<file path="config.mk">
export PLATFORM = sky130hd
export DESIGN_NAME = if_fetch_queue_flat
export DESIGN_NICKNAME = d
export VERILOG_FILES = /design/src/rtl/if_fetch_queue_pkg.sv /design/src/rtl/if_fetch_queue_if.sv /design/src/rtl/if_fetch_queue_fifo.sv /design/src/rtl/if_fetch_queue.sv /design/src/flat_wrapper.sv
export SDC_FILE = /design/constraint.sdc
export NUM_CORES = 1
export LEC_CHECK = 0
export CORE_ASPECT_RATIO = 0.75
export CORE_MARGIN = 1.5
export CORE_UTILIZATION = 50
export DETAILED_ROUTE_END_ITERATION = 6
export PLACE_DENSITY_LB_ADDON = 0.12
export SLEW_MARGIN = 20
export SYNTH_ARGS = -nofsm -noshare
export SYNTH_HDL_FRONTEND = slang
export SYNTH_HIERARCHICAL = 1
export SYNTH_SLANG_ARGS = --single-unit
</file>
<file path="constraint.sdc">
create_clock -name clk -period 5.6 [get_ports clk]
set_input_delay 1.12 -clock clk [delete_from_list [all_inputs] [get_ports clk]]
set_output_delay 1.12 -clock clk [all_outputs]
set_load 0.005 [all_outputs]
</file>
<file path="src/rtl/if_fetch_queue_pkg.sv">
// Shared definitions for the instruction-fetch stage with prefetch queue.
//   fetch_state_e : fetch controller states
//   ARM_NOP       : value presented to ID while the queue is empty (mov r0,r0)
//   PC_STEP       : byte increment between sequential instruction words
package if_fetch_queue_pkg;

  typedef enum logic [1:0] {
    ST_IDLE = 2'd0,
    ST_WAIT = 2'd1,
    ST_DROP = 2'd2
  } fetch_state_e;

  localparam logic [31:0] ARM_NOP = 32'hE1A0_0000;
  localparam int unsigned PC_STEP = 4;

endpackage

</file>
<file path="src/rtl/if_fetch_queue_if.sv">
// Instruction-memory request/acknowledge bus.
//   imem_req   : fetch request valid (sampled by memory on the clock edge)
//   imem_addr  : word-aligned fetch address
//   imem_ack   : one-cycle response pulse, one per accepted request
//   imem_rdata : response data, valid with imem_ack
// master = fetch stage, slave = instruction memory.
interface if_fetch_queue_if #(
  parameter int ADDR_W = 32,
  parameter int INSN_W = 32
);

  logic              imem_req;
  logic [ADDR_W-1:0] imem_addr;
  logic              imem_ack;
  logic [INSN_W-1:0] imem_rdata;

  modport master (
    output imem_req,
    output imem_addr,
    input  imem_ack,
    input  imem_rdata
  );

  modport slave (
    input  imem_req,
    input  imem_addr,
    output imem_ack,
    output imem_rdata
  );

endinterface

</file>
<file path="src/rtl/if_fetch_queue_fifo.sv">
// Prefetch FIFO holding {pc, instruction} entries.
//   clk, rst   : clock, asynchronous active-low reset
//   push/data  : write one entry at the tail
//   pop        : drop the head entry (caller guarantees non-empty)
//   flush      : clear all entries; overrides push and pop
//   count      : current occupancy (0..DEPTH)
//   head       : head entry, combinational from storage
module if_fetch_queue_fifo #(
  parameter int WIDTH = 64,
  parameter int DEPTH = 4,
  localparam int PTR_W = $clog2(DEPTH),
  localparam int CNT_W = $clog2(DEPTH) + 1
) (
  input  logic             clk,
  input  logic             rst,
  input  logic             push,
  input  logic [WIDTH-1:0] push_data,
  input  logic             pop,
  input  logic             flush,
  output logic [CNT_W-1:0] count,
  output logic [WIDTH-1:0] head
);

  logic [WIDTH-1:0] storage [DEPTH];
  logic [PTR_W-1:0] wr_ptr;
  logic [PTR_W-1:0] rd_ptr;

  // Pointers wrap naturally because DEPTH is a power of two.
  always_ff @(posedge clk or negedge rst) begin
    if (!rst) begin
      wr_ptr <= '0;
      rd_ptr <= '0;
      count  <= '0;
    end else if (flush) begin
      wr_ptr <= '0;
      rd_ptr <= '0;
      count  <= '0;
    end else begin
      if (push) wr_ptr <= wr_ptr + PTR_W'(1);
      if (pop)  rd_ptr <= rd_ptr + PTR_W'(1);
      unique case ({push, pop})
        2'b10:   count <= count + CNT_W'(1);
        2'b01:   count <= count - CNT_W'(1);
        default: count <= count;
      endcase
    end
  end

  // Data storage needs no reset; occupancy tracking decides what is valid.
  always_ff @(posedge clk) begin
    if (push && !flush) storage[wr_ptr] <= push_data;
  end

  assign head = storage[rd_ptr];

endmodule

</file>
<file path="src/rtl/if_fetch_queue.sv">
// Instruction-fetch stage with prefetch queue in front of ID.
// Fetches words over a req/ack bus (one request outstanding, variable latency)
// and buffers up to FIFO_DEPTH {pc, instruction} pairs. A branch redirect
// flushes the queue and squashes any in-flight response.
//   clk, rst      : clock, asynchronous active-low reset
//   freeze        : ID stall, head entry held
//   Branch_taken  : redirect pulse (wins over freeze)
//   BranchAddr    : redirect target, low two bits ignored
//   imem          : instruction-memory bus (master side)
//   inst_valid    : queue non-empty
//   PC_if         : head pc (0 when empty)
//   Instruction   : head instruction (NOP_INSN when empty)
//
// state   | meaning
// --------+-----------------------------------------------
// ST_IDLE | nothing outstanding, may issue a request
// ST_WAIT | request outstanding, response will be queued
// ST_DROP | request outstanding, response will be discarded
module if_fetch_queue
  import if_fetch_queue_pkg::*;
#(
  parameter int                ADDR_W     = 32,
  parameter int                INSN_W     = 32,
  parameter int                FIFO_DEPTH = 4,
  parameter logic [ADDR_W-1:0] RESET_PC   = '0,
  parameter logic [INSN_W-1:0] NOP_INSN   = INSN_W'(ARM_NOP)
) (
  input  logic              clk,
  input  logic              rst,
  input  logic              freeze,
  input  logic              Branch_taken,
  input  logic [ADDR_W-1:0] BranchAddr,
  if_fetch_queue_if.master  imem,
  output logic              inst_valid,
  output logic [ADDR_W-1:0] PC_if,
  output logic [INSN_W-1:0] Instruction
);

  localparam int CNT_W = $clog2(FIFO_DEPTH) + 1;
  localparam int ENT_W = ADDR_W + INSN_W;

  fetch_state_e      state;
  logic [ADDR_W-1:0] fetch_pc;
  logic [CNT_W-1:0]  count;
  logic [ENT_W-1:0]  head;
  logic              issue;
  logic              push;
  logic              pop;
  logic [ADDR_W-1:0] branch_pc;

  // A request is only issued while a free slot exists, so the matching
  // response can always be pushed without checking for full.
  assign issue = rst && (state == ST_IDLE) && (count < CNT_W'(FIFO_DEPTH)) && !Branch_taken;
  assign push  = (state == ST_WAIT) && imem.imem_ack && !Branch_taken;
  assign pop   = inst_valid && !freeze && !Branch_taken;

  assign branch_pc = {BranchAddr[ADDR_W-1:2], 2'b00};

  assign imem.imem_req  = issue;
  assign imem.imem_addr = fetch_pc;

  always_ff @(posedge clk or negedge rst) begin
    if (!rst) begin
      state    <= ST_IDLE;
      fetch_pc <= RESET_PC;
    end else if (Branch_taken) begin
      fetch_pc <= branch_pc;
      // An ack coincident with the redirect retires the outstanding request;
      // otherwise its response is still coming and must be discarded.
      unique case (state)
        ST_WAIT, ST_DROP: state <= imem.imem_ack ? ST_IDLE : ST_DROP;
        default:          state <= ST_IDLE;
      endcase
    end else begin
      unique case (state)
        ST_IDLE: begin
          if (issue) state <= ST_WAIT;
        end
        ST_WAIT: begin
          if (imem.imem_ack) begin
            state    <= ST_IDLE;
            fetch_pc <= fetch_pc + ADDR_W'(PC_STEP);
          end
        end
        ST_DROP: begin
          if (imem.imem_ack) state <= ST_IDLE;
        end
        default: state <= ST_IDLE;
      endcase
    end
  end

  if_fetch_queue_fifo #(
    .WIDTH (ENT_W),
    .DEPTH (FIFO_DEPTH)
  ) u_fifo (
    .clk       (clk),
    .rst       (rst),
    .push      (push),
    .push_data ({fetch_pc, imem.imem_rdata}),
    .pop       (pop),
    .flush     (Branch_taken),
    .count     (count),
    .head      (head)
  );

  assign inst_valid  = (count != '0);
  assign PC_if       = inst_valid ? head[ENT_W-1:INSN_W] : '0;
  assign Instruction = inst_valid ? head[INSN_W-1:0] : NOP_INSN;

endmodule

</file>
<file path="src/flat_wrapper.sv">
// flat-port wrapper written by rule: the top's interface ports become plain ports
module if_fetch_queue_flat import if_fetch_queue_pkg::*;
#(
  parameter int                ADDR_W     = 32,
  parameter int                INSN_W     = 32,
  parameter int                FIFO_DEPTH = 4,
  parameter logic [ADDR_W-1:0] RESET_PC   = '0,
  parameter logic [INSN_W-1:0] NOP_INSN   = INSN_W'(ARM_NOP)
)
  (clk, rst, freeze, Branch_taken, BranchAddr, inst_valid, PC_if, Instruction, imem_imem_req, imem_imem_addr, imem_imem_ack, imem_imem_rdata);
  if_fetch_queue_if #(.ADDR_W(ADDR_W), .INSN_W(INSN_W)) imem_i ();
  input  logic clk;
  input  logic rst;
  input  logic freeze;
  input  logic Branch_taken;
  input  logic [ADDR_W-1:0] BranchAddr;
  output logic inst_valid;
  output logic [ADDR_W-1:0] PC_if;
  output logic [INSN_W-1:0] Instruction;
  output wire logic [$bits(imem_i.imem_req)-1:0] imem_imem_req;
  output wire logic [$bits(imem_i.imem_addr)-1:0] imem_imem_addr;
  input wire logic [$bits(imem_i.imem_ack)-1:0] imem_imem_ack;
  input wire logic [$bits(imem_i.imem_rdata)-1:0] imem_imem_rdata;
  assign imem_imem_req = imem_i.imem_req;
  assign imem_imem_addr = imem_i.imem_addr;
  assign imem_i.imem_ack = imem_imem_ack;
  assign imem_i.imem_rdata = imem_imem_rdata;
  if_fetch_queue #(.ADDR_W(ADDR_W), .INSN_W(INSN_W), .FIFO_DEPTH(FIFO_DEPTH), .RESET_PC(RESET_PC), .NOP_INSN(NOP_INSN)) u_core (.clk(clk), .rst(rst), .freeze(freeze), .Branch_taken(Branch_taken), .BranchAddr(BranchAddr), .imem(imem_i), .inst_valid(inst_valid), .PC_if(PC_if), .Instruction(Instruction));
endmodule
</file>
==> metrics.md, run 1 <==
| Metric | Value |
|---|---|
| Crit path kind | register to output port |
| Worst hold start | u_core/state[1] |
| Mapped Area | 0.01200 mm² |
| Final setup viols | 0 |
| Unrepaired setup endpoints after global routing | no |
| Final setup TNS | 0 ps |
| Layout cells sized above 1 | 14.37% |
| Leading area contributor after synthesis | edfxtp_1 |
| Starting Density | 51.51% |
| Hold path depth | 2 |
| Crit path DAT | 3020 ps |
| Placer Congestion | 0.8004 |
| Routed Antenna Nets | 0 |
| CP peak stage delay | 940 ps |
| Synth Instances | 667 |
| Via/cell ratio | 5.728 |
| Commonest cells post-synth | 256 x edfxtp_1, 64 x mux4_2, 62 x and2_1, 39 x dfrtp_1, 26 x nor2_1 |
| Vias | 6622 |
| Worst reg2reg setup slack | 2540 ps |
| Inserted Diodes | 0 |
| Overall global routing resource usage | 19.82% |
| Layout Nets | 913 |
| Initial drt markers | 492 |
| Vias in the first global route | 6674 |
| Origin of the critical flop-to-flop path | u_core/u_fifo/count[2] |
| Relative slew slack | 30.44% |
| Post-route design area | 0.01487 mm² |
| Residual DRC | 0 |
| Post_cts resized | 0 |
| CP Capture Type | output port |
| HPWL Detailed | 14.33 mm |
| Highest-delay cell along the critical path | dfrtp_4 |
| Final worst path period need | 4139 ps |
| DIE WIDTH | 181.9 µm |
| Yosys cell types | 42 |
| Ys async rst share | 13.22% |
| WP data required | 4480 ps |
| Post-Place Worst Slack | 1589 ps |
| First-pass GRT wire length | 37.72 mm |
| Fin worst setup slack | 1461 ps |
| Crit path cell chain | buf_12 > mux4_2 > and2_1 > clkdlybuf4s50_1 |
| R2R depth | 8 |
| Clk root buf | clkbuf_16 |
| WL per Instance | 21.21 µm |
| Total clock buffers created by CTS | 28 |
| CTS max path bufs | 3 |
| H-tree depth | 1 |
| Largest cells by area after synthesis | edfxtp_1 64%, mux4_2 12%, dfrtp_1 8.1% |
| Syn avg cell area | 18.00 µm² |
| Leak | 4.841 nW |
| Reg clk slew, reported paths | 70 ps |
| Area growth, synth to finish | 23.87% |
| Final Max Slew Viols | 0 |
| Clock latency on the worst-skew pair | 530 ps |
| Fmax achieved | 241.6 MHz |
| Tcrit/Tclk final | 73.91% |
| Least-Margin Pin Slew | 1043 ps |
| Buffers on Ports | 162 |
| Core box area | 0.02330 mm² |
| Pwr/cell area | 330.3 mW/mm² |
| Die Area | 0.02496 mm² |
| Post-CTS setup repair buffer count | 0 |
| Seq/Total Area, Yosys | 72.17% |
| Chip Height | 137.2 µm |
| Number of iterations in the first detailed-routing pass | 5 |
| EDFF count, synth | 256 |
| Io pins | 167 |
| Max-Cap Viols | 0 |
| Largest net degree at the start of global routing | 66 |
| Fin. Hold Viols | 0 |
| Final Util | 63.81% |
| Top-count cell post-synth | edfxtp_1 |
| Synth warn | 6 |
| Outcome | finished, final reports clean |
| Hold_buf cts | 0 |
| Setup Skew | 21.48 ps |
| RR Endpoint | u_core/u_fifo/count[2] |
| Clock Sinks | 295 |
| Critical path launch point type | register |
| Row cnt | 48 |
| Min Hold Slack | 570.1 ps |
| Yosys top cell area share | 64.04% |
| Hold path endpoint | u_core/state[1] |
| Congestion Overflow GR | 0 |
| Top FF cell, synth | edfxtp_1 |
| Worst VDD drop | 0.0002316 V |
| Synthesized flop and latch total | 295 |
| Post-DP Area | 0.01389 mm² |
| Maximum fanout along the worst path | 36 |
| Post-Route WL | 24.52 mm |
| Hold Path Class | register to register |
| Initial antenna violation count | 0 |
| CTS tree | done |
## cells by family (layout without fill, tap and decap cells)
group | Yosys count | in the layout | share of synthesized area, %
compound gates | 51 | 51 | 2.648
fa+ha+maj | 8 | 8 | 0.8964
mux | 67 | 67 | 12.26
xor+xnor | 17 | 17 | 1.240
other cells | 1 | 10 | 0.03124
buf+inv | 45 | 225 | 1.991
flops | 295 | 295 | 72.17
simple gates | 183 | 183 | 8.766
## per-layer routing
metal  GRT usage [%]  vias up  share of wire [%]
met1           28.47     3376                 44
met3           3.569       33                6.0
met5               0        -                  0
li1                -     2958                  -
met4           3.581        0                1.5
met2           32.65      255                 48
## state kept, by name, summed over array words and instances, names as in the netlist
| name | count |
|---|---|
| u_core/state | 2 |
| u_core/u_fifo/rd_ptr | 2 |
| u_core/u_fifo/wr_ptr | 2 |
| u_core/imem.imem_addr | 30 |
| u_core/u_fifo/storage | 256 |
| u_core/u_fifo/count | 3 |
## where the power goes
group          total, W  leakage [nW]  switching [W]  internal [W]
logic          0.000415          1.59       0.000173      0.000242
registers       0.00251          2.77      0.0000716       0.00244
clock network   0.00198         0.482       0.000764       0.00122
## worst max-delay path, delay by kind of cell (launching register included)
| kind | cells | cell delay [ps] |
|---|---|---|
| flip-flops | 1 | 940 |
| buffers and inverters | 2 | 870 |
| multiplexers | 1 | 530 |
| AND/OR/NAND/NOR | 1 | 150 |
## how the worst max path moves through the flow
stage	start	to	slack, ps	cells past startpoint
after floorplan	Branch_taken	u_core/u_fifo/storage[0][0]	1670	6
after global placement	imem_imem_ack	u_core/u_fifo/storage[3][27]	1680	5
after detailed placement	imem_imem_ack	u_core/u_fifo/storage[1][7]	1590	5
after CTS	u_core/u_fifo/rd_ptr[0]	PC_if[19]	1360	4
after global routing	u_core/u_fifo/rd_ptr[0]	PC_if[18]	1240	4
final	u_core/u_fifo/rd_ptr[0]	PC_if[19]	1460	4
## area by class of cell
cell class	count	area (µm²)
multi-input combinational	336	3147
inverter	9	33.78
timing repair buffer	166	1659
clock buffer	33	740.7
clock inverter	17	242.7
fill	1658	8433
sequential	295	8671
tap	300	375.4
## cells in the final DEF, fill, tap and decap left out, types with 8 or more instances in the layout
cell,n
xor2_1,8
nor2_1,26
xnor2_1,9
dfrtp_1,37
inv_1,9
a31oi_1,16
and2_1,58
clkdlybuf4s50_1,161
nand3_1,14
nand2_1,24
or4_1,11
o31ai_1,9
edfxtp_1,256
clkbuf_16,29
mux4_2,64
o21ai_0,20
conb_1,10
## per-stage QoR
step	instances	power, W
after floorplan	676	0.002714
after global placement	1106	0.002960
after detailed placement	1106	0.002978
after CTS	1156	0.004961
after global routing	1156	0.005083
final	1156	0.004911
Note: power is estimated with default switching activity, not from simulation.
==> inputs of run 2 (changes only) <==
==> constraint.sdc (replaced) <==
create_clock -name clk -period 4.19 [get_ports clk]
set_input_delay 0.838 -clock clk [delete_from_list [all_inputs] [get_ports clk]]
set_output_delay 0.838 -clock clk [all_outputs]
set_load 0.005 [all_outputs]
==> run 2 against run 1 <==
Combinational power grew 35%. Worst setup slack worse by 950 ps. Sequential power up 34%. Clock power increased by 21%. Die area unchanged. Design area rose by 0.51%. First-iteration DRC count rose by 8.9%. Utilization increased by 0.33 points. Power rose by 29%. Wire length is 0.42% lower. Critical path type unchanged.
==> metrics.md, run 2 (synthesized netlist as in run 1, its figures left out) <==
| Metric | Value |
|---|---|
| Outcome | finished, final reports clean |
| CP Capture Type | output port |
| Critical path launch point type | register |
| Pwr/cell area | 422.4 mW/mm² |
| HPWL Detailed | 15.45 mm |
| RR Endpoint | u_core/u_fifo/count[2] |
| Commonest non-fill, non-tap cell in the layout | edfxtp_1 |
| Worst VDD drop | 0.0003870 V |
| CP bufs+invs | 2 |
| Hold Path Class | input pin to asynchronous set/reset pin |
| WL per Instance | 20.81 µm |
| Tcrit/Tclk final | 87.76% |
| Flip-flop count of the largest register after layout | 256 |
| H-tree depth | 1 |
| Most flops, register | u_core/u_fifo/storage |
| Largest net degree at the start of global routing | 45 |
| Post-CTS setup repair buffer count | 0 |
| Via/cell ratio | 5.665 |
| Inserted Diodes | 0 |
| Sequential cell area | 0.008671 mm² |
| Crit path kind | register to output port |
| Routed Antenna Nets | 0 |
| P_sw | 0.001339 W |
| Commonest non-fill, non-tap cells in the layout | 256 x edfxtp_1, 161 x clkdlybuf4s50_1, 64 x mux4_2 |
| WP data required | 3350 ps |
| R2R depth | 9 |
| Sw Share | 21.20% |
| Clk pwr share | 37.9% |
| Reg clk slew, reported paths | 70 ps |
| Total clock buffers created by CTS | 28 |
| Final Max Slew Viols | 0 |
| Clock Sinks | 295 |
| Congestion Overflow GR | 0 |
| Maximum fanout along the worst path | 44 |
| Buffers on Ports | 162 |
| Number of iterations in the first detailed-routing pass | 5 |
| Die Area | 0.02496 mm² |
| Hold_buf cts | 0 |
| Row cnt | 48 |
| Setup Skew | 10.38 ps |
| Crit path cell chain | or3_2 > buf_4 > and2_1 > clkdlybuf4s50_1 |
| Placed instance count | 1122 |
| CTS tree | done |
| Overall global routing resource usage | 20.01% |
| Min Hold Slack | 379.1 ps |
| Seq pwr share | 53.2% |
| Vias in the first global route | 6853 |
| Highest-delay cell along the critical path | or3_2 |
| Relative slew slack | 37.83% |
| Placer Congestion | 0.8306 |
| Origin of the critical flop-to-flop path | u_core/u_fifo/count[2] |
| Layout cells sized above 1 | 15.46% |
| Area growth, synth to finish | 24.51% |
| Vias | 6645 |
| Clock latency on the worst-skew pair | 530 ps |
| Final setup TNS | 0 ps |
| Post-Route WL | 24.41 mm |
| Fin. Hold Viols | 0 |
| Starting Density | 51.51% |
| Worst path top cell family by delay | simple AND/OR/NAND/NOR gates |
| Residual DRC | 0 |
| Worst reg2reg setup slack | 1070 ps |
| Layout Nets | 929 |
| Core box area | 0.02330 mm² |
| Initial drt markers | 536 |
| CTS max path bufs | 3 |
| First-pass GRT wire length | 37.99 mm |
| Max-Cap Viols | 0 |
| CP peak stage delay | 890 ps |
| Unrepaired setup endpoints after global routing | no |
| Chip Height | 137.2 µm |
| Fill count | 1653 |
| Clk root buf | clkbuf_16 |
| Post_cts resized | 0 |
| Least-Margin Pin Slew | 931.5 ps |
| Crit path DAT | 2840 ps |
| Final setup viols | 0 |
| Cell-internal power | 0.004974 W |
| Final Non-Filler Cells | 1173 |
| Area of the multi-input gates | 0.003147 mm² |
| Io pins | 167 |
| Fmax achieved | 272.0 MHz |
| Initial antenna violation count | 0 |
| Leak | 4.883 nW |
| Final worst path period need | 3677 ps |
| Final Util | 64.14% |
| DIE WIDTH | 181.9 µm |
| Combinational share of power | 8.9% |
## run 2: cell count changes in the layout (fill, tap and decap cells not counted)
cell | previous run | this run
clkinv_1 | 2 | 5
buf_12 | 1 | 6
clkinvlp_4 | 1 | 2
clkinvlp_2 | 0 | 1
clkinv_4 | 2 | 0
bufinv_16 | 6 | 2
buf_4 | 3 | 14
clkbuf_1 | 4 | 6
## run 2: final cells by class
type,instances,area share (%)
Multi-Input combinational cell,336,21.05
Clock buffer,35,5.006
Timing Repair Buffer,182,12.32
Clock inverter,16,0.8623
Tap cell,300,2.512
Sequential cell,295,58.02
Inverter,9,0.2260
## run 2: worst max-delay path by stage
stage,to,slack (ps),from,cells past startpoint
6_report,PC_if[25],510,u_core/u_fifo/count[2],4
3_5_place_dp,u_core/u_fifo/storage[0][38],850,imem_imem_ack,7
4_1_cts,PC_if[4],470,u_core/u_fifo/rd_ptr[0],4
2_1_floorplan,u_core/u_fifo/storage[0][0],550,Branch_taken,6
3_3_place_gp,u_core/u_fifo/storage[3][15],940,imem_imem_ack,7
5_1_grt,PC_if[3],350,u_core/u_fifo/rd_ptr[0],4
## run 2: metal layers
layer / track usage (%) / share of wire (%)
met2: 32.03 / 47
met4: 4.040 / 1.4
met1: 29.59 / 45
met3: 3.384 / 6.6
met5: 0 / 0
## run 2: through the flow
stage          area, µm²  power, W  setup WS [ps]
2_1_floorplan      12040  0.003627          546.9
3_3_place_gp       14070  0.003964          940.7
3_5_place_dp       14070  0.003985          854.7
4_1_cts            14950  0.006377          467.4
5_1_grt            14950  0.006530          346.1
6_report           14950  0.006313          512.9
## run 2: power groups by stage
stage	clock, W	combinational (W)	sequential (W)
3_3_place_gp	0	0.000554	0.00341
4_1_cts	0.00245	0.000570	0.00336
2_1_floorplan	0	0.000245	0.00338
5_1_grt	0.00255	0.000613	0.00337
3_5_place_dp	0	0.000567	0.00342
6_report	0.00240	0.000562	0.00336
==> inputs of run 3 (changes only) <==
--- a/config.mk
+++ b/config.mk
@@ -10,6 +10,7 @@
 export CORE_UTILIZATION = 50
 export DETAILED_ROUTE_END_ITERATION = 6
 export PLACE_DENSITY_LB_ADDON = 0.12
+export RECOVER_POWER = 25
 export SLEW_MARGIN = 20
 export SYNTH_ARGS = -nofsm -noshare
 export SYNTH_HDL_FRONTEND = slang
==> run 3 against run 2 <==
The flow now finishes with violations (capacitance limit, slew limit). Worst setup slack better by 2.4 ps. Wire length up 0.21%. Final cell count unchanged. Global-route usage unchanged. Highest routed layer unchanged.
==> metrics.md, run 3 (synthesized netlist as in run 1, its figures left out) <==
| Metric | Value |
|---|---|
| CTS max path bufs | 3 |
| Final worst path period need | 3675 ps |
| Starting Density | 51.51% |
| CTS tree | done |
| Post_cts resized | 0 |
| Relative slew slack | -45.65% |
| Worst reg2reg setup slack | 1020 ps |
| Max layer used | met4 |
| Failing checks | capacitance limit, slew limit |
| CP peak stage delay | 890 ps |
| Sequential cell area | 0.008671 mm² |
| Layout Nets | 929 |
| Most flops, register | u_core/u_fifo/storage |
| Commonest non-fill, non-tap cells in the layout | 256 x edfxtp_1, 158 x clkdlybuf4s50_1, 64 x mux4_2 |
| Initial drt markers | 517 |
| Row cnt | 48 |
| RR Endpoint | u_core/u_fifo/count[2] |
| R2R depth | 9 |
| First-pass GRT wire length | 37.99 mm |
| Clk root buf | clkbuf_16 |
| Placed instance count | 1122 |
| Area of the multi-input gates | 0.003147 mm² |
| Commonest non-fill, non-tap cell in the layout | edfxtp_1 |
| Total clock buffers created by CTS | 28 |
| Residual DRC | 0 |
| WL per Instance | 20.86 µm |
| Congestion Overflow GR | 0 |
| DR WL met2 | 11.53 mm |
| Highest-delay cell along the critical path | or3_2 |
| Crit path DAT | 2840 ps |
| Post-CTS setup repair buffer count | 0 |
| Clock Sinks | 295 |
| Final Non-Filler Cells | 1173 |
| Fin. Hold Viols | 0 |
| Post-Route WL | 24.47 mm |
| Io pins | 167 |
| Unrepaired setup endpoints after global routing | no |
| HPWL Detailed | 15.45 mm |
| Initial antenna violation count | 0 |
| Origin of the critical flop-to-flop path | u_core/u_fifo/count[2] |
| Final Max Slew Viols | 40 |
| Setup Skew | 9.179 ps |
| Worst VDD drop | 0.0003863 V |
| Hold_buf cts | 0 |
| Total power | 0.006310 W |
| Hold Path Class | register to register |
| Area growth, synth to finish | 24.46% |
| Via/cell ratio | 5.696 |
| Max-Cap Viols | 1 |
| Inserted Diodes | 0 |
| Buffers on Ports | 162 |
| Layout cells sized above 1 | 15.23% |
| Core box area | 0.02330 mm² |
| Vias in the first global route | 6853 |
| H-tree depth | 1 |
| Leak | 4.878 nW |
| Number of iterations in the first detailed-routing pass | 7 |
| Fill count | 1655 |
| Least-Margin Pin Slew | 2185 ps |
| Final setup viols | 0 |
| Worst hold start | u_core/state[1] |
| Fmax achieved | 272.1 MHz |
| Maximum fanout along the worst path | 44 |
| Reg clk slew, reported paths | 70 ps |
| Final setup TNS | 0 ps |
| Placer Congestion | 0.8306 |
| Overall global routing resource usage | 20.01% |
| Crit path cell chain | or3_2 > buf_4 > and2_1 > clkdlybuf4s50_1 |
| DIE WIDTH | 181.9 µm |
| Flip-flop count of the largest register after layout | 256 |
| Critical path startpoint | u_core/u_fifo/count[2] |
| Metal-1 WL | 11.00 mm |
| Die Area | 0.02496 mm² |
| Chip Height | 137.2 µm |
| Critical path launch point type | register |
| Pwr/cell area | 422.3 mW/mm² |
| Routed Antenna Nets | 0 |
| Largest net degree at the start of global routing | 45 |
| Outcome | finished, violations left |
| Vias | 6681 |
| Clock latency on the worst-skew pair | 530 ps |
| CP Capture Type | output port |
| Hold path depth | 2 |
| Tcrit/Tclk final | 87.70% |
| Crit path kind | register to output port |
| WP data required | 3350 ps |
| Hold path endpoint | u_core/state[1] |
| Detail Route met3 WL | 1.553 mm |
## run 3: cell types whose count changed in the layout (fill, tap and decap cells not counted)
cell / change
buf_4: -1
clkdlybuf4s50_1: -3
clkbuf_1: +2
buf_2: -1
dlygate4sd3_1: +3
## run 3: layout make-up
cell class,count,share of cell area (%)
Multi-Input combinational cell,336,21.06
Timing Repair Buffer,182,12.29
Clock buffer,35,5.008
Clock inverter,16,0.8626
Sequential cell,295,58.04
Inverter,9,0.2261
Tap cell,300,2.512
## run 3: how the worst max path moves through the flow
stage	end	slack [ps]	cells after the start
finish	PC_if[25]	520	4
global route	PC_if[3]	350	4
CTS	PC_if[4]	470	4
detailed placement	u_core/u_fifo/storage[0][38]	850	7
global placement	u_core/u_fifo/storage[3][15]	940	7
floorplan	u_core/u_fifo/storage[0][0]	550	6
## run 3: routing by layer
metal / global-route usage, % / up-vias
li1: - / 2994
met1: 29.59 / 3406
met2: 32.03 / 250
met3: 3.384 / 31
met4: 4.040 / 0
met5: 0 / -
## run 3: power breakdown
part / leakage [nW] / internal (W) / total, W / switching, W
logic: 1.68 / 0.000329 / 0.000561 / 0.000233
registers: 2.77 / 0.00326 / 0.00336 / 0.0000942
clock network: 0.424 / 0.00138 / 0.00239 / 0.00101
total: 4.88 / 0.00497 / 0.00631 / 0.00134
## run 3: worst max-delay path: cells and delay by family (launching register included)
kind	cells	cell delay (ps)
DFF	1	420
buffers and inverters	2	790
and+or+nand+nor	2	1090
## run 3: through the flow
step / worst slack (ps) / hold WS, ps / cell area [µm²] / util [%]
after detailed placement: 854.7 / 553.5 / 14070 / 60.37
after global placement: 940.7 / 539.5 / 14070 / 60.37
final: 515.2 / 566.7 / 14940 / 64.12
after floorplan: 546.9 / 516.5 / 12040 / -
after CTS: 467.4 / 387.2 / 14950 / 64.14
after global routing: 346.1 / 616.2 / 14940 / 64.12
